<file path="config.mk">
export PLATFORM = sky130hd
export DESIGN_NAME = pattern_event_fifo
export DESIGN_NICKNAME = d
export VERILOG_FILES = /design/src/rtl/pattern_event_fifo.sv
export SDC_FILE = /design/constraint.sdc
export NUM_CORES = 1
export LEC_CHECK = 0
export BUFFER_PORTS_ARGS = -buffer_cell sky130_fd_sc_hd__buf_2
export CORE_MARGIN = 4
export CORE_UTILIZATION = 30
export CTS_CLUSTER_SIZE = 12
export DETAILED_ROUTE_END_ITERATION = 10
export PLACE_DENSITY = 0.5
export SETUP_SLACK_MARGIN = 0.1
export SYNTH_ARGS = -nofsm -noshare
export SYNTH_HDL_FRONTEND = slang
export SYNTH_SLANG_ARGS = --single-unit
export TNS_END_PERCENT = 50
</file>
<file path="constraint.sdc">
create_clock -name clk -period 2.7 [get_ports clk]
set_clock_uncertainty 0.15 [all_clocks]
set_input_delay 0.54 -clock clk [delete_from_list [all_inputs] [get_ports clk]]
set_output_delay 0.54 -clock clk [all_outputs]
set_load 0.1 [all_outputs]
</file>
<file path="src/rtl/pattern_event_fifo.sv">
// pattern_event_fifo: converts the run-detector code stream into event records.
// Each new non-zero code becomes one event. Per-code hit counters saturate.
// Records queue in a first-word-fall-through FIFO that drains over valid/ready.
// Optional feature macro: PATTERN_EVT_TIMESTAMP_EN.
//   - Defined: a free-running timestamp is captured into each record.
//   - Undefined: there is no timestamp counter, and the timestamp field is always 0.
module pattern_event_fifo #(
  parameter int DEPTH = 8,
  parameter int TS_W  = 8,
  parameter int CNT_W = 8
) (
  input  logic                     clk,
  input  logic                     rst,
  input  logic [1:0]               code,
  input  logic                     clear,
  output logic                     out_valid,
  input  logic                     out_ready,
  output logic [TS_W+1:0]          out_data,
  output logic [CNT_W-1:0]         cnt1,
  output logic [CNT_W-1:0]         cnt2,
  output logic [CNT_W-1:0]         cnt3,
  output logic [$clog2(DEPTH):0]   level,
  output logic                     overflow
);

  localparam int PTR_W = $clog2(DEPTH);
  localparam int LVL_W = PTR_W + 1;

  logic [1:0]       prev_code;
  logic [TS_W-1:0]  ts_now;
  logic [TS_W+1:0]  mem [DEPTH];
  logic [PTR_W-1:0] wr_ptr;
  logic [PTR_W-1:0] rd_ptr;
  logic [CNT_W-1:0] hits [3];
  logic             evt;
  logic             pop;
  logic             push;
  logic             full;

  // An event is a non-zero code that differs from the previous cycle's code.
  assign evt  = (code != 2'b00) && (code != prev_code);
  assign full = (level == LVL_W'(DEPTH));

  // A pop frees a slot on the same edge, so a push into a full FIFO is accepted then.
  assign pop  = out_valid && out_ready;
  assign push = evt && (!full || pop);

  assign out_valid = (level != '0);
  assign out_data  = out_valid ? mem[rd_ptr] : '0;

  assign cnt1 = hits[0];
  assign cnt2 = hits[1];
  assign cnt3 = hits[2];

`ifdef PATTERN_EVT_TIMESTAMP_EN
  // Free-running timestamp; wraps naturally at TS_W bits.
  always_ff @(posedge clk or posedge rst) begin
    if (rst) ts_now <= '0;
    else     ts_now <= ts_now + TS_W'(1);
  end
`else
  assign ts_now = '0;
`endif

  // Previous-code register used for edge-style event detection.
  always_ff @(posedge clk or posedge rst) begin
    if (rst) prev_code <= 2'b00;
    else     prev_code <= code;
  end

  // Record storage; the written record carries the timestamp of the event cycle.
  always_ff @(posedge clk) begin
    if (push) mem[wr_ptr] <= {code, ts_now};
  end

  // Pointers and occupancy. Pointers wrap because DEPTH is a power of two.
  always_ff @(posedge clk or posedge rst) begin
    if (rst) begin
      wr_ptr <= '0;
      rd_ptr <= '0;
      level  <= '0;
    end else begin
      if (push) wr_ptr <= wr_ptr + PTR_W'(1);
      if (pop)  rd_ptr <= rd_ptr + PTR_W'(1);
      level <= level + LVL_W'(push) - LVL_W'(pop);
    end
  end

  // Sticky drop flag. Clear takes priority over a simultaneous drop.
  always_ff @(posedge clk or posedge rst) begin
    if (rst)                      overflow <= 1'b0;
    else if (clear)               overflow <= 1'b0;
    else if (evt && full && !pop) overflow <= 1'b1;
  end

  // One saturating hit counter per non-zero code. Dropped events still count.
  generate
    for (genvar gi = 0; gi < 3; gi++) begin : g_hits
      // Count events of code gi+1. Clear overrides a coincident event.
      always_ff @(posedge clk or posedge rst) begin
        if (rst)
          hits[gi] <= '0;
        else if (clear)
          hits[gi] <= '0;
        else if (evt && (code == 2'(gi + 1)) && (hits[gi] != '1))
          hits[gi] <= hits[gi] + CNT_W'(1);
      end
    end
  endgenerate

endmodule
</file>
==> metrics.csv, run 1 <==
stage;metric;value;unit
synthesis;yosysSeqAreaShare;51.6;%
setup_path;crit_fanout;6;
min_path;hold_path.class;in2async;
clock_tree;cts_sinks;53;
pwr;finalPower;2.83;mW
setup_path;r2r_slack;0.27;ns
timing;setup_viol;0;
clock_tree;clkSlewWorstSetupHoldPaths;0.10;ns
die;die_area;0.0107;sq mm
synthesis;yosysWarnings;0;
global_routing;grt_pass1_wl;8880;um
timing;rsz0062_at_grt;true;
clock_tree;cts_tree;yes;
placement;dpl.hpwl;3910;um
setup_path;critPathArrivalTime;1.83;ns
clock_tree;h-tree-depth;2;
setup_path;end_kind;primary output;
die;num_rows;34;
final_layout;final_common_cell;buf_2;
global_routing;grt_max_degree;38;
setup_path;slowest_delay;0.54;ns
setup_path;crit_type;reg2out;
die;initial_core_util;31.1;%
clock_tree;cts_root_buf;clkbuf_8;
die;die_w;103;um
final_layout;nNetsFinal;295;
die;io_pins;46;
detailed_routing;wl_per_cell;13.8;um
detailed_routing;vias_per_cell;4.93;
global_routing;grt_overflow;0;
final_layout;nFillCells;896;
timing;max_freq;397;MHz
synthesis;async_flop_share;69.8;%
final_layout;area_growth;15.8;%
timing;final.min_clock_period;2.52;ns
pwr;power.density;898;mW/mm^2
clock_tree;worstSkewPairLatency;0.30;ns
die;core;0.00876;sq mm
setup_path;start_kind;register;
detailed_routing;dr.pass1.iters;6;
timing;final_hold_viol_count;0;
final_layout;design_area;0.00315;sq mm
setup_path;ff2ff_path_depth;10;
synthesis;synth.ff_latch_count;53;
placement;gp_congestion;0.697;
detailed_routing;drtIter0Drc;67;
setup_path;cp.required;2.01;ns
placement;post-place-ws;0.272;ns
setup_path;r2r-end;level[1];
timing;worst_pin_slew;0.604;ns
detailed_routing;wirelength;5350;um
setup_path;cp_slowest_cell;mux4_2;
synthesis;yosysTopAreaCell;dfrtp_1;
setup_path;r2r_start;level[2];
synthesis;synth_top_area_share;34.0;%
synthesis;synthFlopType;dfrtp_1;
run;drv_cap;0;
timing;layout_worst_path_cycle_share;93.2;%
timing;slew_headroom;59.7;%
setup_path;path_cells;mux4_2 > mux2i_1 > a21oi_2 > buf_4;
synthesis;yosysUniqueCellTypes;49;
synthesis;synth_area;0.00272;sq mm
synthesis;synth_area_leaders;dfrtp_1 (34%), edfxtp_1 (18%), ha_1 (4.6%);
die;die_h;103;um
timing;slew_viol_final;0;
timing;setup_tns;0;ns
synthesis;synth.avg_cell_area;11.5;sq um
detailed_routing;drcViolationCount;0;
pwr;p_leak;1.31;nW
detailed_routing;num_vias;1909;
synthesis;synth_edf_count;16;
global_routing;first_global_vias;1798;
clock_tree;clockBufferDepth;2;
placement;portBuffers;37;
synthesis;synth_cells;237;
outcome;outcome;finished, final reports clean;
pwr;peakVddDrop;0.000792;V
final_layout;layout_common_cells;buf_2 (35), dfrtp_1 (32), edfxtp_1 (16);
global_routing;grt_usage;10.6;%
final_layout;drive_gt1_share;27.6;%
clock_tree;numCtsBuffers;5;
global_routing;antenna_found_initial;0;
placement;placed_area;0.00303;sq mm
final_layout;diodes;0;
timing;worst_slack;0.183;ns
detailed_routing;ant_nets;0;
==> sequential cells by signal, summed over array words and instances (netlist names) <==
register and flops:
rd_ptr 3, cnt3 8, overflow 1, prev_code 2, mem 16, cnt2 8, cnt1 8, level 4
wr_ptr 3
==> metal layers <==
layer / global-route usage, % / wire length [um] / up-vias
li1: - / - / 935
met1: 14.9 / 2560 / 924
met2: 16.5 / 2490 / 45
met4: 2.99 / 46 / 0
met3: 2.41 / 258 / 5
met5: 0 / 0 / -
==> worst max-delay path by stage <==
stage	start	endpoint	slack (ns)	cells after the start
after floorplan	level[2]	out_data[8]	0.11	3
after global placement	code[0]	level[2]	0.28	9
after detailed placement	level[2]	level[1]	0.27	10
after CTS	rd_ptr[0]	out_data[8]	0.07	4
after global routing	rd_ptr[0]	out_data[8]	0.08	4
final	rd_ptr[0]	out_data[9]	0.18	4
==> Yosys cell counts, types with 2 or more instances <==
cell       instances
a21oi_1           17
a31oi_1            3
and4_1             2
buf_4              8
buf_6              2
clkbuf_1           3
dfrtp_1           37
edfxtp_1          16
ha_1              10
inv_1             10
mux2_2             2
mux2i_1            7
mux4_2             4
nand2_1           11
nand2b_1           8
nand3_1           13
nor2_1            13
nor3_1             9
nor4_1             2
o2111ai_2          2
o211ai_1           2
o21ai_0            6
o21bai_1           3
o31ai_1            6
or3_1              6
or4_1              6
xnor2_1            5
xor2_1             3
==> layout make-up <==
| cell class | count | area [sq um] | area share, % |
|---|---|---|---|
| clock buffer | 5 | 68.8 | 2.18 |
| clock inverter | 3 | 26.3 | 0.833 |
| inverter | 10 | 37.5 | 1.19 |
| multi-input combinational | 167 | 1250 | 39.6 |
| sequential | 53 | 1420 | 45.0 |
| tap | 108 | 135 | 4.29 |
| timing repair buffer | 41 | 220 | 6.98 |
==> power breakdown <==
group | switching [mW] | internal, mW
Clock | 0.270 | 0.189
Sequential | 0.140 | 0.974
Combinational | 0.889 | 0.371
Total | 1.30 | 1.53
==> timing repair <==
item                                    in CTS  in global routing
hold buffers                                 0                  0
resized for setup                            2                  4
endpoints found under the setup margin       2                  4
pin swaps                                    0                  0
hold endpoints to repair                     0                  0
buffers inserted                             0                  1
==> through the flow <==
stage	util, %	hold WS, ns	cells
3_5_place_dp	34.6	0.375	378
2_1_floorplan	-	0.355	244
4_1_cts	35.7	0.192	386
5_1_grt	36.0	0.228	387
6_report	36.0	0.177	387
3_3_place_gp	34.6	0.371	378
==> critical path, delay by kind of cell (launching register included) <==
kind | cells | cell delay [ns]
flip-flops | 1 | 0.48
multiplexers | 2 | 0.76
AO/OA/AOI/OAI | 1 | 0.04
buffers and inverters | 1 | 0.24
==> kinds of logic (layout without fill, tap and decap cells) <==
kind of cell             after synthesis  in the layout  synth area share, %
XOR/XNOR                               8              8                 2.57
AO/OA/AOI/OAI                         44             44                 10.7
buffers and inverters                 24             59                 5.01
multiplexers                          14             14                 7.12
adder cells (fa/ha/maj)               11             11                 5.33
AND/OR/NAND/NOR                       82             82                 17.5
flip-flops                            53             53                 51.6
other                                  1              8                0.138
Note: power is estimated with default switching activity, not from simulation.
==> run 2: changes to the inputs <==
--- a/config.mk
+++ b/config.mk
@@ -11,8 +11,9 @@
 export CTS_CLUSTER_SIZE = 12
 export DETAILED_ROUTE_END_ITERATION = 10
 export PLACE_DENSITY = 0.5
+export RECOVER_POWER = 25
 export SETUP_SLACK_MARGIN = 0.1
 export SYNTH_ARGS = -nofsm -noshare
 export SYNTH_HDL_FRONTEND = slang
 export SYNTH_SLANG_ARGS = --single-unit
-export TNS_END_PERCENT = 50
+export TNS_END_PERCENT = 5
==> constraint.sdc (replaced) <==
create_clock -name clk -period 2.55 [get_ports clk]
set_clock_uncertainty 0.15 [all_clocks]
set_input_delay 0.51 -clock clk [delete_from_list [all_inputs] [get_ports clk]]
set_output_delay 0.51 -clock clk [all_outputs]
set_load 0.1 [all_outputs]
==> metrics.csv, run 2 (same netlist as run 1, synthesis figures left out) <==
stage;metric;value;unit;change
outcome;outcome;finished, final reports clean;;
final_layout;top_register;mem;;
clock_tree;cts_tree;yes;;
pwr;p_leak;1.31;nW;-0.13%
final_layout;area_growth;16.3;%;
detailed_routing;dr_wl_met2;2630;um;+5.8%
final_layout;drive_gt1_share;27.0;%;-0.65 points
detailed_routing;wl_per_cell;14.2;um;+3.0%
setup_path;end_kind;primary output;;
setup_path;cp_slowest_cell;mux4_2;;
run;drv_cap;0;;unchanged
detailed_routing;dr.pass1.iters;4;;-2
detailed_routing;topRoutingLayerUsed;met4;;
clock_tree;clockBufferDepth;2;;unchanged
timing;fin_hold_ws;0.321;ns;+0.144 ns
min_path;hold_path.class;in2async;;
pwr;p_comb_share;45.1;%;+0.6 points
setup_path;slowest_delay;0.53;ns;about the same
setup_path;critPathArrivalTime;1.74;ns;-0.09 ns
detailed_routing;drcViolationCount;0;;unchanged
die;num_rows;34;;unchanged
pwr;power.density;967;mW/mm^2;+7.6%
global_routing;grt_usage;11.2;%;+0.54 points
die;die_w;103;um;unchanged
timing;slew_headroom;37.1;%;-23 points
detailed_routing;ant_nets;0;;unchanged
final_layout;diodes;0;;unchanged
clock_tree;worstSkewPairLatency;0.31;ns;about the same
global_routing;grt_max_degree;38;;unchanged
pwr;p_clk_share;16.3;%;about the same
final_layout;nNetsFinal;298;;+1.0%
setup_path;crit_type;reg2out;;
clock_tree;h-tree-depth;2;;unchanged
setup_path;start_kind;register;;
timing;worst_pin_slew;0.943;ns;+0.339 ns
pwr;finalPower;3.06;mW;+8.1%
pwr;switching_power;1.40;mW;+8.2%
detailed_routing;wirelength;5550;um;+3.8%
die;die_h;103;um;unchanged
detailed_routing;met1Wirelength;2670;um;+4.4%
setup_path;crit_fanout;5;;-1
global_routing;grt_overflow;0;;unchanged
clock_tree;cts_sinks;53;;unchanged
global_routing;first_global_vias;1932;;+7.5%
detailed_routing;num_vias;1914;;+0.26%
die;initial_core_util;31.1;%;unchanged
detailed_routing;drtIter0Drc;41;;-39%
clock_tree;ctsHoldBuffers;0;;unchanged
placement;placed_cells;381;;+0.79%
final_layout;final_common_cell;buf_2;;
final_layout;layout_common_cells;buf_2 (33), dfrtp_1 (32), edfxtp_1 (16);;
die;core;0.00876;sq mm;unchanged
die;die_area;0.0107;sq mm;unchanged
timing;setup_viol;0;;unchanged
detailed_routing;wl_met3;197;um;-24%
timing;layout_worst_path_cycle_share;94.3;%;
final_layout;fin_cells;390;;+0.78%
timing;final_hold_viol_count;0;;unchanged
setup_path;path_cells;mux4_2 > mux2i_2 > a21oi_2 > buf_6;;
timing;rsz0062_at_grt;true;;
pwr;peakVddDrop;0.000651;V;-18%
placement;dpl.hpwl;4000;um;+2.4%
pwr;pwr-share-seq;38.6;%;-0.7 points
timing;slew_viol_final;0;;unchanged
setup_path;cp.required;1.89;ns;-0.12 ns
setup_path;critPathBufInv;1;;unchanged
pwr;intPower;1.66;mW;+8.1%
global_routing;grt_pass1_wl;9400;um;+5.9%
clock_tree;cts_root_buf;clkbuf_8;;
placement;portBuffers;37;;unchanged
die;io_pins;46;;unchanged
final_layout;largest_reg_flops;16;;unchanged
global_routing;antenna_found_initial;0;;unchanged
pwr;switching_share;45.9;%;about the same
clock_tree;numCtsBuffers;5;;unchanged
setup_path;path_delay_family;multiplexers;;
clock_tree;clkSlewWorstSetupHoldPaths;0.10;ns;about the same
placement;gp_congestion;0.700;;+0.53%
timing;max_freq;416;MHz;
timing;final.min_clock_period;2.40;ns;
detailed_routing;vias_per_cell;4.91;;-0.51%
[run 2: worst reg2reg max path, cell delays in order, from the launching register on]
cell	delay [ns]
dfrtp_4	0.48
inv_1	0.12
ha_2	0.29
nand2b_1	0.13
nand3_1	0.17
o21ai_2	0.12
mux2i_1	0.09
ha_1	0.19
inv_1	0.07
fa_1	0.40
inv_1	0.06
[run 2: area by class of cell]
class	instances	area, sq um
tap	108	135
timing repair buffer	44	234
multi-input combinational	167	1250
inverter	10	37.5
clock buffer	5	68.8
clock inverter	3	26.3
fill	901	5600
sequential	53	1420
[run 2: routing by layer]
layer / vias up / GRT usage, %
met3: 5 / 2.55
met5: - / 0
li1: 944 / -
met2: 34 / 18.2
met4: 0 / 2.99
met1: 931 / 15.0
[run 2: what timing repair did]
action                     CTS  global route
setup buffers                1             0
resized for setup            7             0
pin swaps                    0             0
setup endpoints to repair    2             5
[run 2: through the flow]
step | TNS, ns | worst slack, ns | area, sq um | utilization [%]
finish | 0 | 0.146 | 3170 | 36.2
global route | 0 | 0.0623 | 3170 | 36.2
CTS | 0 | 0.0874 | 3180 | 36.3
detailed placement | 0 | 0.131 | 3060 | 34.9
global placement | 0 | 0.166 | 3060 | 34.9
floorplan | -0.0259 | -0.00696 | 2790 | -
[run 2: path summary, 6_finish.rpt]
check                      startpoint     endpoint  slack, ns  cells past startpoint
setup / recovery            rd_ptr[0]  out_data[8]       0.15                      4
hold / removal                    rst      cnt2[0]       0.32                      3
setup reg to reg             level[2]     level[1]       0.22                     10
hold reg to reg               cnt2[2]      cnt2[2]       0.39                      1
max in group asynchronous         rst     level[3]       1.24                      3
min in group clk            out_ready    rd_ptr[2]       0.33                      3
[run 2: power groups by stage]
stage                     clock network, mW  registers [mW]  logic (mW)
after floorplan                           0            1.44       0.865
after global placement                    0            1.20        1.31
after detailed placement                  0            1.21        1.32
after CTS                             0.532            1.19        1.41
after global routing                  0.550            1.21        1.49
final                                 0.500            1.18        1.38
